**src/rtl/uart_tx_feeder.sv**
```systemverilog
// uart_tx_feeder
//   Buffers outbound bytes in a synchronous FIFO and hands them to the uart_tx
//   byte transmitter one at a time. Baud-divisor updates are captured and only
//   issued between frames, ahead of any queued byte.
//
// Ports
//   clk, reset            single clock, synchronous active-high reset
//   wr_data, wr_en        byte push from the core (ignored when full)
//   full, empty, level    registered FIFO status, level in 0..DEPTH
//   cfg_data, cfg_wr      new cycles_per_bit value, update request
//   cfg_pending           divisor captured but not yet issued
//   err_clr               clears the sticky error flags
//   overflow, tx_lost     sticky: push while full / busy never rose after send
//   tx_data, tx_send,     to uart_tx data/send/set
//   tx_set
//   tx_busy               from uart_tx busy
module uart_tx_feeder #(
    parameter int unsigned DEPTH        = 16,
    parameter int unsigned AW           = 4,
    parameter int unsigned BUSY_TIMEOUT = 4
) (
    input  logic          clk,
    input  logic          reset,
    input  logic [7:0]    wr_data,
    input  logic          wr_en,
    output logic          full,
    output logic          empty,
    output logic [AW:0]   level,
    input  logic [12:0]   cfg_data,
    input  logic          cfg_wr,
    output logic          cfg_pending,
    input  logic          err_clr,
    output logic          overflow,
    output logic          tx_lost,
    output logic [12:0]   tx_data,
    output logic          tx_send,
    output logic          tx_set,
    input  logic          tx_busy
);

    localparam int unsigned CW = $clog2(BUSY_TIMEOUT + 1);
    localparam logic [CW-1:0] CntLast = CW'(BUSY_TIMEOUT - 1);

    typedef enum logic [1:0] {StIdle, StSet, StWaitBusy, StWaitDone} state_t;

    state_t          state;
    logic [7:0]      mem [DEPTH];
    logic [AW-1:0]   wptr;
    logic [AW-1:0]   rptr;
    logic [AW:0]     level_next;
    logic [12:0]     cfg_div;
    logic [CW-1:0]   busy_cnt;

    logic push;
    logic issue_set;
    logic issue_send;
    logic lost_now;

    // Divisor updates take priority over data so a new rate applies to the
    // very next frame.
    always_comb begin
        push       = wr_en && !full;
        issue_set  = (state == StIdle) && !tx_busy && cfg_pending;
        issue_send = (state == StIdle) && !tx_busy && !cfg_pending && !empty;
        lost_now   = (state == StWaitBusy) && !tx_busy && (busy_cnt == CntLast);
    end

    always_comb begin
        level_next = level;
        if (push && !issue_send) begin
            level_next = level + 1'b1;
        end else if (!push && issue_send) begin
            level_next = level - 1'b1;
        end
    end

    // FIFO pointers, occupancy and flags; full/empty follow level on the same edge.
    always_ff @(posedge clk) begin
        if (reset) begin
            wptr     <= '0;
            rptr     <= '0;
            level    <= '0;
            full     <= 1'b0;
            empty    <= 1'b1;
            overflow <= 1'b0;
        end else begin
            if (push) begin
                wptr <= wptr + 1'b1;
            end
            if (issue_send) begin
                rptr <= rptr + 1'b1;
            end
            level <= level_next;
            full  <= (level_next == (AW + 1)'(DEPTH));
            empty <= (level_next == '0);
            // full is the pre-edge value, so a same-cycle pop does not save the byte
            if (wr_en && full) begin
                overflow <= 1'b1;
            end else if (err_clr) begin
                overflow <= 1'b0;
            end
        end
    end

    always_ff @(posedge clk) begin
        if (push) begin
            mem[wptr] <= wr_data;
        end
    end

    always_ff @(posedge clk) begin
        if (reset) begin
            state       <= StIdle;
            tx_data     <= '0;
            tx_send     <= 1'b0;
            tx_set      <= 1'b0;
            cfg_pending <= 1'b0;
            cfg_div     <= '0;
            tx_lost     <= 1'b0;
            busy_cnt    <= '0;
        end else begin
            // Both strobes default low, which makes every pulse one cycle wide.
            tx_send <= 1'b0;
            tx_set  <= 1'b0;

            case (state)
                StIdle: begin
                    if (issue_set) begin
                        tx_set  <= 1'b1;
                        tx_data <= cfg_div;
                        state   <= StSet;
                    end else if (issue_send) begin
                        tx_send  <= 1'b1;
                        tx_data  <= {5'b0, mem[rptr]};
                        busy_cnt <= '0;
                        state    <= StWaitBusy;
                    end
                end
                StSet: begin
                    state <= StIdle;
                end
                StWaitBusy: begin
                    if (tx_busy) begin
                        state <= StWaitDone;
                    end else if (lost_now) begin
                        state <= StIdle;
                    end else begin
                        busy_cnt <= busy_cnt + 1'b1;
                    end
                end
                StWaitDone: begin
                    if (!tx_busy) begin
                        state <= StIdle;
                    end
                end
                default: begin
                    state <= StIdle;
                end
            endcase

            // A fresh request on the issuing edge re-arms with the new value.
            if (cfg_wr) begin
                cfg_pending <= 1'b1;
                cfg_div     <= cfg_data;
            end else if (issue_set) begin
                cfg_pending <= 1'b0;
            end

            if (lost_now) begin
                tx_lost <= 1'b1;
            end else if (err_clr) begin
                tx_lost <= 1'b0;
            end
        end
    end

endmodule

```
**config.mk**
```make
export PLATFORM = sky130hd
export DESIGN_NAME = uart_tx_feeder
export DESIGN_NICKNAME = d
export VERILOG_FILES = /design/src/rtl/uart_tx_feeder.sv
export SDC_FILE = /design/constraint.sdc
export NUM_CORES = 1
export LEC_CHECK = 0
export CORE_MARGIN = 2
export CORE_UTILIZATION = 25
export CTS_CLUSTER_SIZE = 40
export DETAILED_ROUTE_END_ITERATION = 8
export HOLD_SLACK_MARGIN = 0.15
export PLACE_DENSITY = 0.46
export SLEW_MARGIN = 0
export SYNTH_ARGS = -nofsm -noshare
export SYNTH_HDL_FRONTEND = slang
export SYNTH_SLANG_ARGS = --single-unit
```
**constraint.sdc**
```tcl
create_clock -name clk -period 6.6 [get_ports clk]
set_input_delay 1.32 -clock clk [delete_from_list [all_inputs] [get_ports clk]]
set_output_delay 1.32 -clock clk [all_outputs]
set_load 0.005 [all_outputs]
```
# [Yosys cells after proc, flatten, opt, wreduce, memory -nomap -nowiden]
# Memories as Yosys holds them, arrays and structs flattened. A register that Yosys moved wholly into a read port is not among the register bits.
# Index checks and enable logic that the tools add are counted.
[totals] regBits=51 ram_bits=128 input_bits=27 output_inout_bits=25 memories=1
[memory_table] name="mem" words=16 word_bits=8 rd=1 rd_clocked_by_memory_dff=1 write_ports=1 line="47" rtl="logic [7:0] mem [DEPTH];"
[op_classes] n_addsub=5 n_eq_ne=12 n_mux=26 bitwise_logic=1 reduce_logical=28
[op_table] cell="$mux 13" n=2
[op_table] cell="$mux 3" n=4
[op_table] cell="$logic_and 1x1->1" n=10
[op_table] cell="$mux 2" n=5
[op_table] cell="$mux 5" n=2
[op_table] cell="$ne 2x2->1 const B" n=5
[op_table] cell="$reduce_bool 2->1" n=5
[op_table] cell="$mux 1" n=9
[op_table] cell="$add 4x1->4 const B" n=2
[op_table] cell="$mux 4" n=2
[op_table] cell="$pmux 2 s4" n=1
[op_table] cell="$logic_not 1->1" n=6
[op_table] cell="$ne 3x3->1 const B" n=2
[op_table] cell="$pmux 3 s2" n=1
[op_table] cell="$add 5x1->5 const B" n=1
[op_table] cell="$eq 5x5->1 const B" n=1
[op_table] cell="$logic_not 5->1" n=1
[op_table] cell="$reduce_and 5->1" n=1
[op_table] cell="$sub 5x1->5 const B" n=1
[op_table] cell="$eq 2x2->1 const B" n=2
[op_table] cell="$add 3x1->3 const B" n=1
[op_table] cell="$eq 3x2->1 const B" n=1
[op_table] cell="$reduce_and 3->1" n=1
[op_table] cell="$reduce_or 3->1" n=1
[op_table] cell="other kinds (5)" n=5

# [Longest topological paths before layout]
# Gate-level depths: netlist of run 1.
[logic_depth] depth_word=8 mapped_depth=8 depth_no_buf=7

# [Worst setup path after synthesis of run 1]
# No wires, ideal clock.
[synth_path] kind="in2reg" startpoint="in wr_en" endpoint="mem mem[3][0], enable pin" setup_time_ns=0.383 t_arrival_ns=2.659 setup_slack_ns=3.557 path_stages=4 path_cell_list="nor2b_1 -> clkbuf_1 -> nand2_1 -> nor3_1"
[synth_via] elab_chain_len=3
[synth_lines] item="from (decl)" line="25" rtl="input logic wr_en,"
[synth_lines] item="$logic_and 1x1->1" line="62" rtl="push = wr_en && !full;"
[synth_lines] item="$mux 1" line="106" rtl="if (push) begin"
[synth_lines] item="$mux 1 (implied by the code)" line="107" rtl="mem[wptr] <= wr_data;"
[synth_lines] item="to (decl)" line="47"
# No other way between the ends.

# [Worst setup path in the final report of run 1]
[layout_path] startpoint="in wr_en" endpoint="mem mem[3][7], enable pin"
# The elaborated chain is that of the path after synthesis.

==> run metrics, run 1 <==
drt initial violations 261; Global Route Usage Sum 11.7%; number of synthesized flops with an enable pin 128; global-route wire length before repair 26.3 mm; Slew Limit Fails 0; P_leak 2.78 nW; DR DRC count 0; top area cells in the synthesized netlist edfxtp_1 (53%), dfxtp_1 (15%), mux4_2 (8.1%), mux2i_1 (3.6%), nor2_1 (3.0%); Max-slew headroom 27.8%; element type at the critical path start input port; area leader, netlist edfxtp_1; RSZ-0062 raised after global routing no; clock slew at reported path FFs 0.07 ns; DR pass1 iterations 5; fin area 8710 um^2; Final Critical Period 3.14 ns; FILL cells 2,895; Primary FF master, synth edfxtp_1; Worst Path Max Fanout 14; Worst Setup Path Type input port to flip-flop; worst path arrival time 3.19 ns; ant diodes 0; CTS Buf Count 17; Post-CTS Setup Inserts 0; Final Net Count 563; most frequent cells in the layout edfxtp_1 (128), nor2_1 (58), dfxtp_1 (55); Avg WL per Cell 18.4 um; Net Count, Synth 514; Hold Crit Start busy_cnt[2]; area of the multi-input gates 2130 um^2; syn avg cell area 15.1 um^2; Yosys top cell area share 53.2%; Post-Syn Area 7230 um^2; crit path from wr_en; TritonCTS clock tree yes; Post-CTS Hold Buffers 0; crit share post-route a little under half; commonest non-fill, non-tap cell in the layout edfxtp_1; sequential area share after synthesis 68.4%; CP max stage delay 0.80 ns; Die Span X 174 um; placed cell area 8120 um^2; Power Dens Cells 297 nW/um^2; synthesis warning total 0; # rows 62; Pwr Total about 0.0026 W; DIE AREA 30,300 um^2; TritonCTS Sinks roughly 180; H-tree levels 4; fmax 318 MHz; Fin Clk Skew between 0.015 and 0.02 ns; VDD IR max 0.000178 V; CTS root buf clkbuf_16; maxcap violations 0; routability cong. 0.780; CP cell instances clkdlybuf4s50_1 > nor2b_1 > buf_4 > nand2_1 > nor3_1; final wirelength 17.0 mm; Least-Margin Pin Slew 1.07 ns; Final Hold Vio Count 0; register area 4940 um^2; Die Height 174 um; Area Growth Syn to Fin 20.6%; vias per std cell roughly 4.5; Sum Neg Setup Slack 0 ns; initial antenna violation count 0; layout cells sized above 1 13.9%; HP Class flip-flop to flip-flop; Core ar. 28,500 um^2; number of synthesized register bits 183; I/O Buffers 51; Post-CTS Resized 0; initial core utilization between 20% and 30%; post-synthesis cell type count 50; Worst Path Required 6.65 ns; Detailed Place HPWL 11.5 mm; Final ANT Viol Nets 0; status finished, final reports clean; type of destination of the critical path flip-flop; Setup Viol. Count Final 0; Slowest cell on crit path nor3_1; num ports 52; Max Root-Sink Buffers 2; Synth Instances around 480; overflow left after global routing 0; largest net degree at the start of global routing 53; number of global-route vias before repair 4,286; fraction of registers with async set/reset 0%; Vias 4,149; worst-skew pair later-pin latency 0.44 ns
==> worst paths after layout <==
kind / end / slack, ns / depth (start not counted)
setup / recovery: mem[3][7] / 3.46 / 5
hold reg to reg: busy_cnt[2] / 0.46 / 2
setup reg to reg: tx_data[7] / 4.18 / 6
hold / removal: busy_cnt[2] / 0.46 / 2
==> synthesized netlist by cell type (2+ instances only) <==
cell type,n
edfxtp_1,128
nor2_1,58
dfxtp_1,55
mux2i_1,26
mux4_2,26
nand2_1,21
a21oi_1,14
clkbuf_1,13
nor3_1,13
o22ai_1,11
inv_1,10
ha_1,9
mux2_2,8
buf_2,7
a22oi_1,6
xor2_1,5
a211oi_1,4
a311oi_1,4
nand2b_1,4
nand3_1,4
nor2b_1,4
o21ai_0,4
xnor2_1,4
a31oi_1,3
nand4_1,3
nor4_1,3
or3_1,3
a2111oi_0,2
a221o_1,2
buf_1,2
buf_4,2
o21ai_1,2
==> metal layers <==
metal	part of all wire [%]	wire [um]	vias to the layer above	track usage [%]
met5	0	0	-	0
met4	1.4	242	0	3.50
met3	3.9	670	16	2.73
met2	47	8030	97	18.9
met1	48	8100	2110	15.5
li1	-	-	1926	-
==> power breakdown <==
part           switching [W]  internal, W
sequential         0.0000327      0.00127
clock               0.000473     0.000536
combinational       0.000152     0.000126
==> sequential cells by signal, indices dropped and copies added (netlist names), named ones only <==
register and count:
full 1, rptr 4, tx_set 1, busy_cnt 3
cfg_pending 1, tx_data 13, tx_lost 1, empty 1
mem 128, state 2, cfg_div 13, wptr 4
overflow 1, level 5, tx_send 1
==> worst max-delay path: cells and delay by family <==
kind / cells / cell delay, ns
buffers and inverters: 2 / 0.74
AND/OR/NAND/NOR: 3 / 1.12
==> kinds of logic (layout without fill, tap and decap cells) <==
kind of cell | after synthesis | count (layout) | share of synthesized area (%)
fa+ha+maj | 9 | 9 | 1.56
xor+xnor | 9 | 9 | 1.09
simple gates | 120 | 120 | 7.76
buf+inv | 35 | 97 | 2.15
mux | 60 | 60 | 13.0
flops | 183 | 183 | 68.4
compound gates | 62 | 62 | 6.06
==> layout make-up <==
class                   count  share of cell area, %
clock buffers              17                   4.88
well taps                 384                   5.52
multi-input cells         260                   24.4
clock inverters            15                   1.85
repair buffers             55                   6.15
inverters                  10                  0.431
flip-flops and latches    183                   56.8
==> through the flow <==
step	util (%)	hold WS [ns]	std cells	setup slack (ns)
3_5_place_dp	28.5	0.451	892	3.01
6_report	30.5	0.463	924	3.46
4_1_cts	30.5	0.461	924	3.42
3_3_place_gp	28.5	0.439	892	3.04
2_1_floorplan	-	0.432	478	3.56
5_1_grt	30.5	0.467	924	3.26
No activity file was read; power rests on OpenSTA's default activity.
==> run 2, diff against run 1 <==
Clock period 6.6 ns to 3.2 ns, I/O delays scaled along.
==> run 2 against run 1 <==
Compared with the run above:
- sequential power rose by 110%
- final area is 1.5% higher
- clock power is 98% higher
- power is 100% higher
- sequential cell count is the same
- clock skew up 0.0038 ns
- first-iteration DRC count rose by 12%
- worst setup slack worse by 2.7 ns
- final cell count increased by 2.4%
- count of clock-buffer cells in the layout increased by 3
- via count up 0.51%
- die area did not move
- largest cell class unchanged
- largest power group unchanged
==> run metrics, run 2 (same netlist as run 1, synthesis figures left out) <==
status finished, final reports clean (unchanged); Slew Limit Fails 0 (unchanged); worst-case reg-to-reg path depth 5 (was 6); overflow left after global routing 0 (unchanged); maxcap violations 0 (unchanged); Area Growth Syn to Fin 22.4% (was 20.6%); largest net degree at the start of global routing 53 (unchanged); commonest non-fill, non-tap cell in the layout edfxtp_1 (unchanged); Die Span X 174 um (unchanged); Hold Crit Start busy_cnt[2] (unchanged); Sum Neg Setup Slack 0 ns (unchanged); Global Route Usage Sum 11.1% (was 11.7%); global-route wire length before repair 25.5 mm (was 26.3 mm); met2 Use GR 17.3% (was 18.9%); H-tree levels 4 (unchanged); fmax 410 MHz; Final ANT Viol Nets 0 (unchanged); Pwr Total 0.00525 W (was 0.00259 W); r2r endpoint tx_data[0] (was tx_data[7]); Vias 4,170 (was 4,149); VDD IR max 0.000366 V (was 0.000178 V); met3 usage 3.15% (was 2.73%); CTS Buf Count 17 (unchanged); TritonCTS clock tree yes (unchanged); HP Class flip-flop to flip-flop (unchanged); vias per std cell 4.41 (was 4.49); Worst Setup Path Type flip-flop to flip-flop (was input port to flip-flop); Avg WL per Cell 17.0 um (was 18.4 um); Max-slew headroom 34.6% (was 27.8%); Die Height 174 um (unchanged); DR pass1 iterations 5 (unchanged); initial antenna violation count 0 (unchanged); type of destination of the critical path flip-flop (unchanged); I/O Buffers 51 (unchanged); element type at the critical path start flip-flop (was input port); Hold Path Depth 2 (unchanged); Least-Margin Pin Slew 0.981 ns (was 1.07 ns); Post-CTS Setup Inserts 0 (unchanged); final wirelength 16.1 mm (was 17.0 mm); Worst Path Max Fanout 11 (was 14); max reg flops 128 (unchanged); Detailed Place HPWL 11.0 mm (was 11.5 mm); crit share post-route 76.3%; number of global-route vias before repair 4,349 (was 4,286); Post-CTS Hold Buffers 0 (unchanged); drt initial violations 293 (was 261); layout cells sized above 1 17.3% (was 13.9%); RSZ-0062 raised after global routing no (unchanged); initial core utilization 25.3% (unchanged); Final Net Count 585 (was 563); Core ar. 28,500 um^2 (unchanged); Final Critical Period 2.44 ns; DIE AREA 30,300 um^2 (unchanged); worst path arrival time 2.70 ns (was 3.19 ns); # rows 62 (unchanged); TritonCTS Sinks 183 (unchanged); Final Hold Vio Count 0 (unchanged); Power Dens Cells 594 nW/um^2 (was 297 nW/um^2); ant diodes 0 (unchanged); Worst Path Required 3.46 ns (was 6.65 ns); DR DRC count 0 (unchanged); Min-Delay Endpoint busy_cnt[2] (unchanged); Setup Viol. Count Final 0 (unchanged); CTS root buf clkbuf_16 (unchanged); P_leak 2.90 nW (was 2.78 nW); met1 Use GR 15.1% (was 15.5%); Core Util, Final 31.0% (was 30.5%); worst-skew pair later-pin latency 0.44 ns (about the same); routability cong. 0.760 (was 0.780); most frequent cells in the layout edfxtp_1 (128), nor2_1 (58), dfxtp_1 (55) (unchanged); largest registers mem: 128 flops, cfg_div: 13 flops, tx_data: 13 flops (unchanged); grt peak-use layer met2 (unchanged); R2R setup slack 0.76 ns (was 4.18 ns); Post-CTS Resized 0 (unchanged); clock slew at reported path FFs 0.08 ns (was 0.07 ns); Max Root-Sink Buffers 2 (unchanged); num ports 52 (unchanged); Fin Clk Skew 0.0202 ns (was 0.0164 ns); Top reg by flops mem (unchanged)
-- run 2: cell count changes in the layout (fill, tap and decap cells not counted), moves of 2 or more --
| cell | delta |
|---|---|
| clkinv_4 | -2 |
| inv_8 | -3 |
| inv_4 | +2 |
| buf_4 | +22 |
| clkinv_2 | +4 |
| clkinvlp_4 | -3 |
| inv_6 | +2 |
-- run 2: layout make-up --
class,count,area (um^2)
clock buffers,20,468
clock inverters,12,87.6
fillers,2889,19700
flip-flops and latches,183,4940
multi-input cells,260,2130
inverters,10,37.5
repair buffers,77,701
well taps,384,480
-- run 2: layer usage --
layer  part of all wire [%]  routed length (um)
met3                    4.3                 690
met4                   0.65                 105
met2                     47                7530
met5                      0                   0
met1                     48                7770
-- run 2: critical path, stage by stage, from the launching register on --
cell and delay [ns]:
dfxtp_1 0.85, mux4_2 0.60, o22ai_1 0.21, a311oi_1 0.10
a211oi_1 0.42, nor3_1 0.08
-- run 2: power breakdown --
part	switching, W	internal (W)	total, W
registers	0.0000622	0.00261	0.00267
logic	0.000311	0.000269	0.000580
clock network	0.000926	0.00107	0.00200
-- run 2: worst max-delay path by stage --
stage / startpoint / to / slack (ns) / cells after the start
6_report: flip-flop / tx_data[0] / 0.76 / 5
5_1_grt: flip-flop / tx_data[0] / 0.59 / 5
4_1_cts: flip-flop / tx_data[0] / 0.71 / 5
3_5_place_dp: tx_busy / empty / 0.47 / 5
3_3_place_gp: tx_busy / empty / 0.49 / 5
2_1_floorplan: wr_en / mem[3][0] / 0.84 / 4
-- run 2: through the flow --
step                std cells  hold slack [ns]  area (um^2)  setup slack [ns]
global route              946            0.472         8840             0.586
global placement          914            0.438         8290             0.487
floorplan                 478            0.432         7230             0.837
finish                    946            0.455         8840             0.759
CTS                       946            0.454         8840             0.710
detailed placement        914            0.443         8290             0.466
==> run 3, diff against run 2 <==
Settings changed: PLACE_DENSITY 0.46 to 0.47.
Clock period 3.2 ns to 2 ns, I/O delays scaled along.
==> run 3 against run 2 <==
Compared with the run above:
- sequential share of layout area decreased by 1.4 points
- global-route usage decreased by 0.085 points
- sequential power increased by 60%
- worst setup slack got worse by 0.66 ns
- worst hold slack got worse by 0.066 ns
- combinational power increased by 79%
- final area increased by 2.6%
- utilization increased by 0.80 points
- routed wire length increased by 2.2%
- non-clock buffer count increased by 19
- final cell count increased by 2.0%
- fmax increased by 28%
- critical path type unchanged
- largest power group unchanged
==> run metrics, run 3 (same netlist as run 1, synthesis figures left out) <==
status finished, final reports clean (unchanged); DR pass1 iterations 4 (was 5); commonest non-fill, non-tap cell in the layout edfxtp_1 (unchanged); type of destination of the critical path flip-flop (unchanged); max reg flops 128 (unchanged); Max Root-Sink Buffers 2 (unchanged); maxcap violations 0 (unchanged); ant diodes 0 (unchanged); Worst Path Max Fanout 18 (was 11); Vias 4,286 (was 4,170); CTS root buf clkbuf_16 (unchanged); crit share post-route 95.2% (was 76.3%); Setup Viol. Count Final 0 (unchanged); CP cell instances buf_12 > mux4_2 > a221o_1 > a21oi_1 > nor3_1 (was mux4_2 > o22ai_1 > a311oi_1 > a211oi_1 > nor3_1); VDD IR max 0.000527 V (was 0.000366 V); FILL cells 2,865 (was 2,889); Final ANT Viol Nets 0 (unchanged); Die Span X 174 um (unchanged); Sum Neg Setup Slack 0 ns (unchanged); number of global-route vias before repair 4,290 (was 4,349); Worst Hold Slack 0.388 ns (was 0.455 ns); overflow left after global routing 0 (unchanged); Post-CTS Setup Inserts 0 (unchanged); R2R setup slack 0.1 ns (was 0.76 ns); largest registers mem: 128 flops, cfg_div: 13 flops, tx_data: 13 flops (unchanged); Worst Path Required 2.30 ns (was 3.46 ns); H-tree levels 4 (unchanged); Least-Margin Pin Slew 0.665 ns (was 0.981 ns); Final Critical Period 1.90 ns (was 2.44 ns); CTS Buf Count 17 (unchanged); Detailed Place HPWL 11.1 mm (was 11.0 mm); most frequent cells in the layout edfxtp_1 (128), nor2_1 (57), dfxtp_1 (55) (was edfxtp_1 (128), nor2_1 (58), dfxtp_1 (55)); Worst Setup Path Type flip-flop to flip-flop (unchanged); TritonCTS Sinks 183 (unchanged); Fin Clk Skew 0.0118 ns (was 0.0202 ns); RSZ-0062 raised after global routing yes (was no); DR DRC count 0 (unchanged); initial antenna violation count 0 (unchanged); Final Hold Vio Count 0 (unchanged); Avg WL per Cell 17.0 um (about the same); clock slew at reported path FFs 0.07 ns (was 0.08 ns); Area Growth Syn to Fin 25.6% (was 22.4%); I/O Buffers 51 (unchanged); worst path arrival time 2.20 ns (was 2.70 ns); Slew Limit Fails 0 (unchanged); Max-slew headroom 55.5% (was 34.6%); Top reg by flops mem (unchanged); Die Height 174 um (unchanged); P_leak 3.01 nW (was 2.90 nW); DIE AREA 30,300 um^2 (unchanged); routability cong. 0.757 (was 0.760); initial core utilization 25.3% (unchanged); Power Dens Cells 938 nW/um^2 (was 594 nW/um^2); largest net degree at the start of global routing 33 (was 53); register area 4940 um^2 (unchanged); # rows 62 (unchanged); drt initial violations 327 (was 293); Pwr Total 0.00851 W (was 0.00525 W); num ports 52 (unchanged); vias per std cell 4.44 (was 4.41); Post-CTS Resized 0 (unchanged); area of the multi-input gates 2150 um^2 (was 2130 um^2); Post-CTS Hold Buffers 0 (unchanged); fmax 525 MHz (was 410 MHz); worst-skew pair later-pin latency 0.42 ns (was 0.44 ns); element type at the critical path start flip-flop (unchanged); HP Class input port to flip-flop (was flip-flop to flip-flop); final wirelength 16.4 mm (was 16.1 mm); global-route wire length before repair 25.1 mm (was 25.5 mm); Slowest cell on crit path mux4_2 (was dfxtp_1); Buf/Inv on CP 1 (was 0); Final Net Count 604 (was 585); TritonCTS clock tree yes (unchanged); Top Family by Delay on Critical Path compound AO/OA/AOI/OAI gates (was flip-flops); Global Route Usage Sum 11.0% (was 11.1%); layout cells sized above 1 21.0% (was 17.3%); CP max stage delay 0.51 ns (was 0.85 ns); Core ar. 28,500 um^2 (unchanged)
run 3: final timing paths:
path,cells after the start,to,startpoint
setup reg to reg,5,tx_data[4],flip-flop
hold / removal,2,tx_lost,reset
hold reg to reg,2,busy_cnt[2],busy_cnt[2]
setup / recovery,5,tx_data[4],flip-flop
run 3: power by group:
part	internal [W]	total [W]	switching (W)
registers	0.00418	0.00426	0.0000848
logic	0.000504	0.00104	0.000532
clock network	0.00174	0.00322	0.00147
total	0.00642	0.00851	0.00209
run 3: cell type report:
class,instances,share of cell area (%)
sequential,183,54.5
timing repair buffer,96,9.85
inverter,10,0.414
multi-input combinational,260,23.7
clock inverter,15,1.54
clock buffer,17,4.69
tap,384,5.30
run 3: metal layers:
layer  up-vias  part of all wire, %  track usage, %
met5         -                    0               0
met4         0                  1.3            3.89
met3        15                  4.9            2.80
met2       101                   46            17.2
met1      2165                   48            14.8
li1       2005                    -               -
run 3: stage by stage:
step	cells	utilization, %	setup slack [ns]	area [um^2]
floorplan	478	-	-0.0874	7240
global placement	933	29.7	-0.252	8490
detailed placement	933	29.7	-0.339	8490
CTS	965	31.7	0.0274	9060
global route	965	31.8	-0.0301	9070
finish	965	31.8	0.0963	9070
